$ cat config.mk
export PLATFORM = sky130hd
export DESIGN_NAME = tick_stopwatch
export DESIGN_NICKNAME = d
export VERILOG_FILES = /design/src/rtl/tick_stopwatch.sv
export SDC_FILE = /design/constraint.sdc
export NUM_CORES = 1
export LEC_CHECK = 0
export BUFFER_PORTS_ARGS = -buffer_cell sky130_fd_sc_hd__buf_2
export CORE_MARGIN = 4
export CORE_UTILIZATION = 53
export CTS_BUF_LIST = sky130_fd_sc_hd__clkbuf_4 sky130_fd_sc_hd__clkbuf_8
export DETAILED_ROUTE_END_ITERATION = 7
export PLACE_DENSITY_LB_ADDON = 0.25
export SYNTH_ARGS = -nofsm -noshare
export SYNTH_HDL_FRONTEND = slang
export SYNTH_SLANG_ARGS = --single-unit
$ cat constraint.sdc
create_clock -name src_clk -period 2.3 [get_ports src_clk]
set_clock_uncertainty 0.05 [all_clocks]
set_input_delay 0.69 -clock src_clk [delete_from_list [all_inputs] [get_ports src_clk]]
set_output_delay 0.69 -clock src_clk [all_outputs]
set_load 0.005 [all_outputs]
$ cat src/rtl/tick_stopwatch.sv
// Tick-driven MM:SS stopwatch: BCD count advanced by rising edges of a tick square wave.
// Optional lap (frozen display) feature compiled in with `define TICK_STOPWATCH_LAP_EN.
module tick_stopwatch #(
    parameter int unsigned TICKS_PER_SEC = 1
) (
    input  logic        src_clk,
    input  logic        reset_n,
    input  logic        tick,
    input  logic        start_stop,
    input  logic        clear,
    input  logic        lap,
    output logic [15:0] disp_bcd,
    output logic        running,
    output logic        lap_held,
    output logic        wrap
);

    localparam logic [9:0] PRE_MAX = 10'(TICKS_PER_SEC - 1);

`ifdef TICK_STOPWATCH_LAP_EN
    typedef enum logic [1:0] {IDLE = 2'd0, RUN = 2'd1, STOP = 2'd2, LAP = 2'd3} state_t;
`else
    typedef enum logic [1:0] {IDLE = 2'd0, RUN = 2'd1, STOP = 2'd2} state_t;
`endif

    state_t      state, state_next;
    logic        tick_q;
    logic [9:0]  pre;
    logic [15:0] count, count_next;
    logic        carry_wrap;
    logic        tick_edge, counting, count_en, sec_step;
    logic        lap_latch;

    assign tick_edge = tick & ~tick_q;
`ifdef TICK_STOPWATCH_LAP_EN
    assign counting  = (state == RUN) || (state == LAP);
`else
    assign counting  = (state == RUN);
`endif
    // An edge still counts on the RUN->STOP (or LAP->STOP) cycle; clear always wins.
    assign count_en  = tick_edge & counting & ~clear;
    assign sec_step  = count_en & (pre == PRE_MAX);

    // BCD increment with full carry chain, evaluated every cycle.
    always_comb begin
        count_next = count;
        carry_wrap = 1'b0;
        if (count[3:0] != 4'd9) begin
            count_next[3:0] = count[3:0] + 4'd1;
        end else begin
            count_next[3:0] = 4'd0;
            if (count[7:4] != 4'd5) begin
                count_next[7:4] = count[7:4] + 4'd1;
            end else begin
                count_next[7:4] = 4'd0;
                if (count[11:8] != 4'd9) begin
                    count_next[11:8] = count[11:8] + 4'd1;
                end else begin
                    count_next[11:8] = 4'd0;
                    if (count[15:12] != 4'd5) begin
                        count_next[15:12] = count[15:12] + 4'd1;
                    end else begin
                        count_next[15:12] = 4'd0;
                        carry_wrap        = 1'b1;
                    end
                end
            end
        end
    end

    always_comb begin
        state_next = state;
        lap_latch  = 1'b0;
        if (clear) begin
            state_next = IDLE;
        end else if (start_stop) begin
            case (state)
                IDLE:    state_next = RUN;
                RUN:     state_next = STOP;
                STOP:    state_next = RUN;
                default: state_next = STOP;
            endcase
`ifdef TICK_STOPWATCH_LAP_EN
        end else if (lap) begin
            if (state == RUN) begin
                state_next = LAP;
                lap_latch  = 1'b1;
            end else if (state == LAP) begin
                state_next = RUN;
            end
`endif
        end
    end

    always_ff @(posedge src_clk or negedge reset_n) begin
        if (!reset_n) begin
            state  <= IDLE;
            tick_q <= 1'b0;
            pre    <= 10'd0;
            count  <= 16'h0000;
            wrap   <= 1'b0;
        end else begin
            state  <= state_next;
            tick_q <= tick;
            wrap   <= sec_step & carry_wrap;
            if (clear) begin
                pre   <= 10'd0;
                count <= 16'h0000;
            end else if (count_en) begin
                if (sec_step) begin
                    pre   <= 10'd0;
                    count <= count_next;
                end else begin
                    pre <= pre + 10'd1;
                end
            end
        end
    end

`ifdef TICK_STOPWATCH_LAP_EN
    logic [15:0] lap_reg;

    // Latches the pre-increment count, so a coinciding edge lands only in the live count.
    always_ff @(posedge src_clk or negedge reset_n) begin
        if (!reset_n) begin
            lap_reg <= 16'h0000;
        end else if (clear) begin
            lap_reg <= 16'h0000;
        end else if (lap_latch) begin
            lap_reg <= count;
        end
    end

    assign disp_bcd = (state == LAP) ? lap_reg : count;
    assign running  = (state == RUN) || (state == LAP);
    assign lap_held = (state == LAP);
`else
    logic unused_lap;
    assign unused_lap = lap | lap_latch;
    assign disp_bcd   = count;
    assign running    = (state == RUN);
    assign lap_held   = 1'b0;
`endif

endmodule

[Word level (Yosys, flattened, before mapping)]
Cells that the tools add are included.
Word-level totals
  register bits after elaboration: 30
  input port bits: 6
Operators by class
  add/subtract/negate cells: 5
  eq/ne operators: 9
  multiplexer cells: 20
  bitwise operators: 7
  reduce and logical (&&, ||, !) cells: 10
Operator list (number)
  $mux 16: 3
  $mux 10: 3
  $mux 4: 5
  $add 4x1->4 const B: 4
  $mux 12: 1
  $add 10x1->10 const B: 1
  $logic_not 10->1: 1
  $mux 8: 1
  $ne 4x3->1 const B: 2
  $ne 4x4->1 const B: 2
  $mux 2: 3
  $ne 2x2->1 const B: 3
  $reduce_bool 2->1: 3
  $and 1x1->1: 5
  $reduce_and 5->1: 1
  $mux 1: 4
  $reduce_and 4->1: 1
  $reduce_and 3->1: 1
  $eq 2x1->1 const B: 1
  $eq 2x2->1 const B: 1
  $logic_not 2->1: 1
  $not 1->1: 2
  $reduce_and 2->1: 1
  $reduce_or 2->1: 1

[Longest topological paths before layout]
  depth after elaboration: 8
  mapped depth: 8

[Least setup slack after synthesis]
Ideal clock, no wire load.
  kind: input-to-reg
  start: in clear
  end: reg count[14], in the netlist disp_bcd[14]
  setup time: 136 ps
  arrival: 2521 ps
  required time: 2114 ps
  setup slack: -406 ps
  cell stages on the path: 7
  buffers on the path: 3
  cell sequence: buf_6 > or4_4 > or4_4 > buf_6 > buf_2 > o311ai_1 > o41ai_1
On the way
  word-level cells in the longest chain between the ends: 5
Ends and longest elaborated chain
  start, declared: line 10  | input logic clear,
  $not 1->1: line 41  | assign count_en = tick_edge & counting & ~clear;
  $and 1x1->1: line 41
  $and 1x1->1: line 42  | assign sec_step = count_en & (pre == PRE_MAX);
  $reduce_bool 2->1 (no source line)
  $reduce_and 5->1 (no source line)
  end signal, assigned: line 112  | count <= count_next;
  end, declared: line 29  | logic [15:0] count, count_next;
Several ways; a longest one is shown, not always the timed one.
A chain may end at the register's enable or synchronous reset.

[Final worst setup path]
  start: reg pre[0]
  end: reg count[13], in the netlist disp_bcd[13]
On the way
  word-level cells in the longest chain between the ends: 4
Ends and longest elaborated chain
  start, declared: line 28  | logic [9:0] pre;
  start signal, assigned: line 114  | pre <= pre + 10'd1;
  $logic_not 10->1: line 42
  $and 1x1->1: line 42
  $reduce_bool 2->1 (no source line)
  $reduce_and 5->1 (no source line)
No other way between the ends.

==> flow_summary_export.csv <==
group,metric,value,unit
setup_path,slowest_stage,"or4_4",
synthesis,synthAdderAreaFrac,5.94,%
setup_path,rr_startpoint,"pre[0]",
setup_path,reg2reg_to,"disp_bcd[13]",
setup_path,critPathArrivalTime,2.59,ns
sta,worst-slew-pin-transition,0.671,ns
finish,final_cell_count_no_fill,263,
route,drt_first_pass_iters,4,
sta,final.period_utilization,103,%
setup_path,cp_max_fo,7,
synthesis,postSynthCellCount,176,
route,routed_wire_length_per_instance,15.7,um
clock_tree,cts-root-buf,"clkbuf_4",
global_route,number_of_antenna_violations_at_the_first_check_in_global_routing,0,
global_route,grt_start_max_net_pins,31,
finish,nNetsFinal,232,
finish,layout.area.seq,751,um^2
clock_tree,clock-sinks,30,
synthesis,synth_cell_type_count,38,
setup_path,cp_cell_instances,"inv_2, ha_1, or4b_4, or4_4, or4_4, a21oi_2",
sta,fin_tns_setup,-0.240,ns
global_route,grt_pass1_wl,6820,um
placed_design,detailed_place.area,1920,um^2
finish,antenna-diode-count,0,
placed_design,routabilityCongestion,0.760,
setup_path,critPathBufInv,1,
power,irDropWorstVdd,0.000381,V
hold_path,timing.hold.worst.class,"in -> async",
clock_tree,clk_latency,0.34,ns
clock_tree,cts_tree,"done",
setup_path,timing.critical_path.max_delay_family,"simple AND/OR/NAND/NOR gates",
job,maxCapViolCount,0,
route,num_vias,1526,
power,design_power_total,957,uW
finish,final_area,2110,um^2
synthesis,synth_compound_area_share,13.2,%
synthesis,synthesis.nets,190,
die,floorplan.core_area,3050,um^2
setup_path,critical-path-max-stage-delay,0.56,ns
sta,max_freq,423,MHz
setup_path,critical_path.startpoint_type,"flop",
die,io_pins,25,
sta,slew_viol_final,0,
power,power.density_cell_area,454,nW/um^2
route,drc,0,
sta,final.min_clock_period,2.36,ns
status,violations,"negative setup slack",
sta,grt_setup_unrepaired,"true",
synthesis,synthesis.yosys.warnings,0,
status,outcome,"complete, but fails checks",
synthesis,xor_xnor_share_of_the_synthesized_area,3.64,%
synthesis,edff_count_synth,0,
sta,timing_hold_violations_final,0,
setup_path,rr_worst_depth,6,
synthesis,synth-simple-area-share,25.7,%
setup_path,critical_path.endpoint_type,"flop",
finish,multi_input_area,935,um^2
global_route,grt-ovfl-total,0,
clock_tree,cts_buffer_depth,2,
setup_path,rrSetupSlack,-0.06,ns
setup_path,worst_setup_path_category,"reg -> reg",
route,remaining_antenna_violation_count,0,
setup_path,crit_path_frequent_cell,"or4_4",
clock_tree,cts_inserted_buffers,5,
synthesis,ys_seq_elements,30,
placed_design,place.port_buffers,22,
synthesis,synth_ff_type,"dfrtp_1",
die,initial_utilization,55.2,%
clock_tree,number_of_h_tree_levels,2,
synthesis,largest_family_of_logic_cells_by_synthesized_area,"simple AND/OR/NAND/NOR gates",
placed_design,placedCellCount,248,
route,detail_route.wirelength,4120,um
placed_design,dpl_worst_slack,-0.384,ns
die,dieWidth,64.4,um
power,p_leak,0.965,nW
die,dieArea,4150,um^2
die,fp_rows,20,
synthesis,synth-async-reset-ratio,100,%
synthesis,synthMuxAreaShare,1.78,%
sta,setup_viol,6,
global_route,groute.usage.overall,21.3,%
route,drt_first_iter_violations,110,
clock_tree,cts_hold_buffers,0,
route,viasPerCell,5.80,
sta,slew-limit-headroom,55.3,%
finish,synthToLayoutAreaGrowth,24.9,%
finish,post_route_cells_drive_above_1_share,30.6,%
die,dieHeight,64.4,um
global_route,vias_in_the_first_global_route,1486,
synthesis,postSynthAreaPerCell,9.58,um^2
finish,total_of_fill_cells_in_the_finished_design,245,
clock_tree,clock_pin_slew_of_the_registers_on_the_worst_case_setup_and_hold_paths,0.10,ns
setup_path,cp.required,2.52,ns
placed_design,dp.final_hpwl,2600,um
synthesis,yosysSeqAreaShare,44.5,%
sta,timing.final.ws_setup,-0.0623,ns
synthesis,netlist_area,1690,um^2
-- per-layer routing --
metal	global-route usage (%)	part of all wire [%]	vias to the layer above
met1	27.0	43	757
met3	5.45	5.0	6
met5	0	0	-
met2	35.4	51	37
met4	7.12	1.1	0
li1	-	-	726
-- layout by cell type (no fill, tap or decap), types with 3 or more instances in the layout --
master	instances
or4_4	6
buf_6	3
or4_1	7
nor2b_1	3
buf_4	17
or3_1	8
buf_2	22
nand3_1	8
a21oi_1	14
a21oi_2	3
clkbuf_4	6
o2111ai_1	4
ha_1	8
and2_1	4
mux2i_1	3
o21ai_0	10
and3b_1	3
inv_1	7
dfrtp_1	30
xor2_1	6
o31ai_1	3
nor2_1	12
nand2_1	10
-- flip-flops by register name, indices dropped and copies added (netlist names) --
| signal | cells |
|---|---|
| tick_q | 1 |
| disp_bcd | 16 |
| state | 2 |
| wrap | 1 |
| pre | 10 |
-- layout make-up --
class / count / share of cell area, %
Clock buffer: 7 / 2.79
Inverter: 8 / 1.43
Tap cell: 44 / 2.61
Timing Repair Buffer: 42 / 12.9
Multi-Input combinational cell: 131 / 44.4
Clock inverter: 1 / 0.238
Sequential cell: 30 / 35.7
-- worst max-delay path by stage --
| stage | from | end | depth (start not counted) |
|---|---|---|---|
| after floorplan | clear | disp_bcd[14] | 7 |
| after global placement | clear | disp_bcd[13] | 5 |
| after detailed placement | clear | disp_bcd[13] | 5 |
| after CTS | pre[0] | disp_bcd[13] | 6 |
| after global routing | pre[0] | disp_bcd[13] | 6 |
| final | pre[0] | disp_bcd[13] | 6 |
-- timing repair --
| action | 4_1_cts | 5_1_grt |
|---|---|---|
| resized for setup | 3 | 14 |
| buffers inserted | 3 | 2 |
| setup endpoints to repair | 14 | 27 |
| pin swaps | 10 | 5 |
| gates cloned | 2 | 0 |
-- kinds of logic (layout without fill, tap and decap cells) --
| logic type | after synthesis | count (layout) |
|---|---|---|
| other | 1 | 1 |
| flip-flops | 30 | 30 |
| AND/OR/NAND/NOR | 72 | 74 |
| XOR/XNOR | 7 | 7 |
| AO/OA/AOI/OAI | 38 | 38 |
| buffers and inverters | 17 | 58 |
| multiplexers | 3 | 3 |
| adder cells (fa/ha/maj) | 8 | 8 |
-- power breakdown --
group          total, mW  internal (mW)  switching [mW]
registers          0.537          0.532         0.00502
logic             0.0723         0.0283          0.0440
clock network      0.347          0.160           0.188
-- worst register-to-register path: stages (launching register included) --
cell     delay [ns]
dfrtp_1        0.40
inv_2          0.06
ha_1           0.14
or4b_4         0.47
or4_4          0.50
or4_4          0.56
a21oi_2        0.13
-- through the flow --
stage          util, %  hold WS [ns]
2_1_floorplan        -         0.344
3_3_place_gp      62.8         0.460
3_5_place_dp      62.8         0.484
4_1_cts           66.5         0.345
5_1_grt           69.0         0.366
6_report          69.0         0.324
-- Yosys cell counts (all sizes together), types with 4 or more instances --
cell type	instances	area [um^2]
a21oi	17	85.1
and2	4	25.0
buf	5	38.8
clkbuf	4	15.0
dfrtp	30	751
ha	8	100
inv	8	30.0
nand2	11	41.3
nand3	8	40.0
nor2	12	45.0
o2111ai	4	35.0
o21ai	11	55.1
or3	8	50.1
or4	11	90.1
xor2	6	52.6
Power figures use the tool's default switching activity.
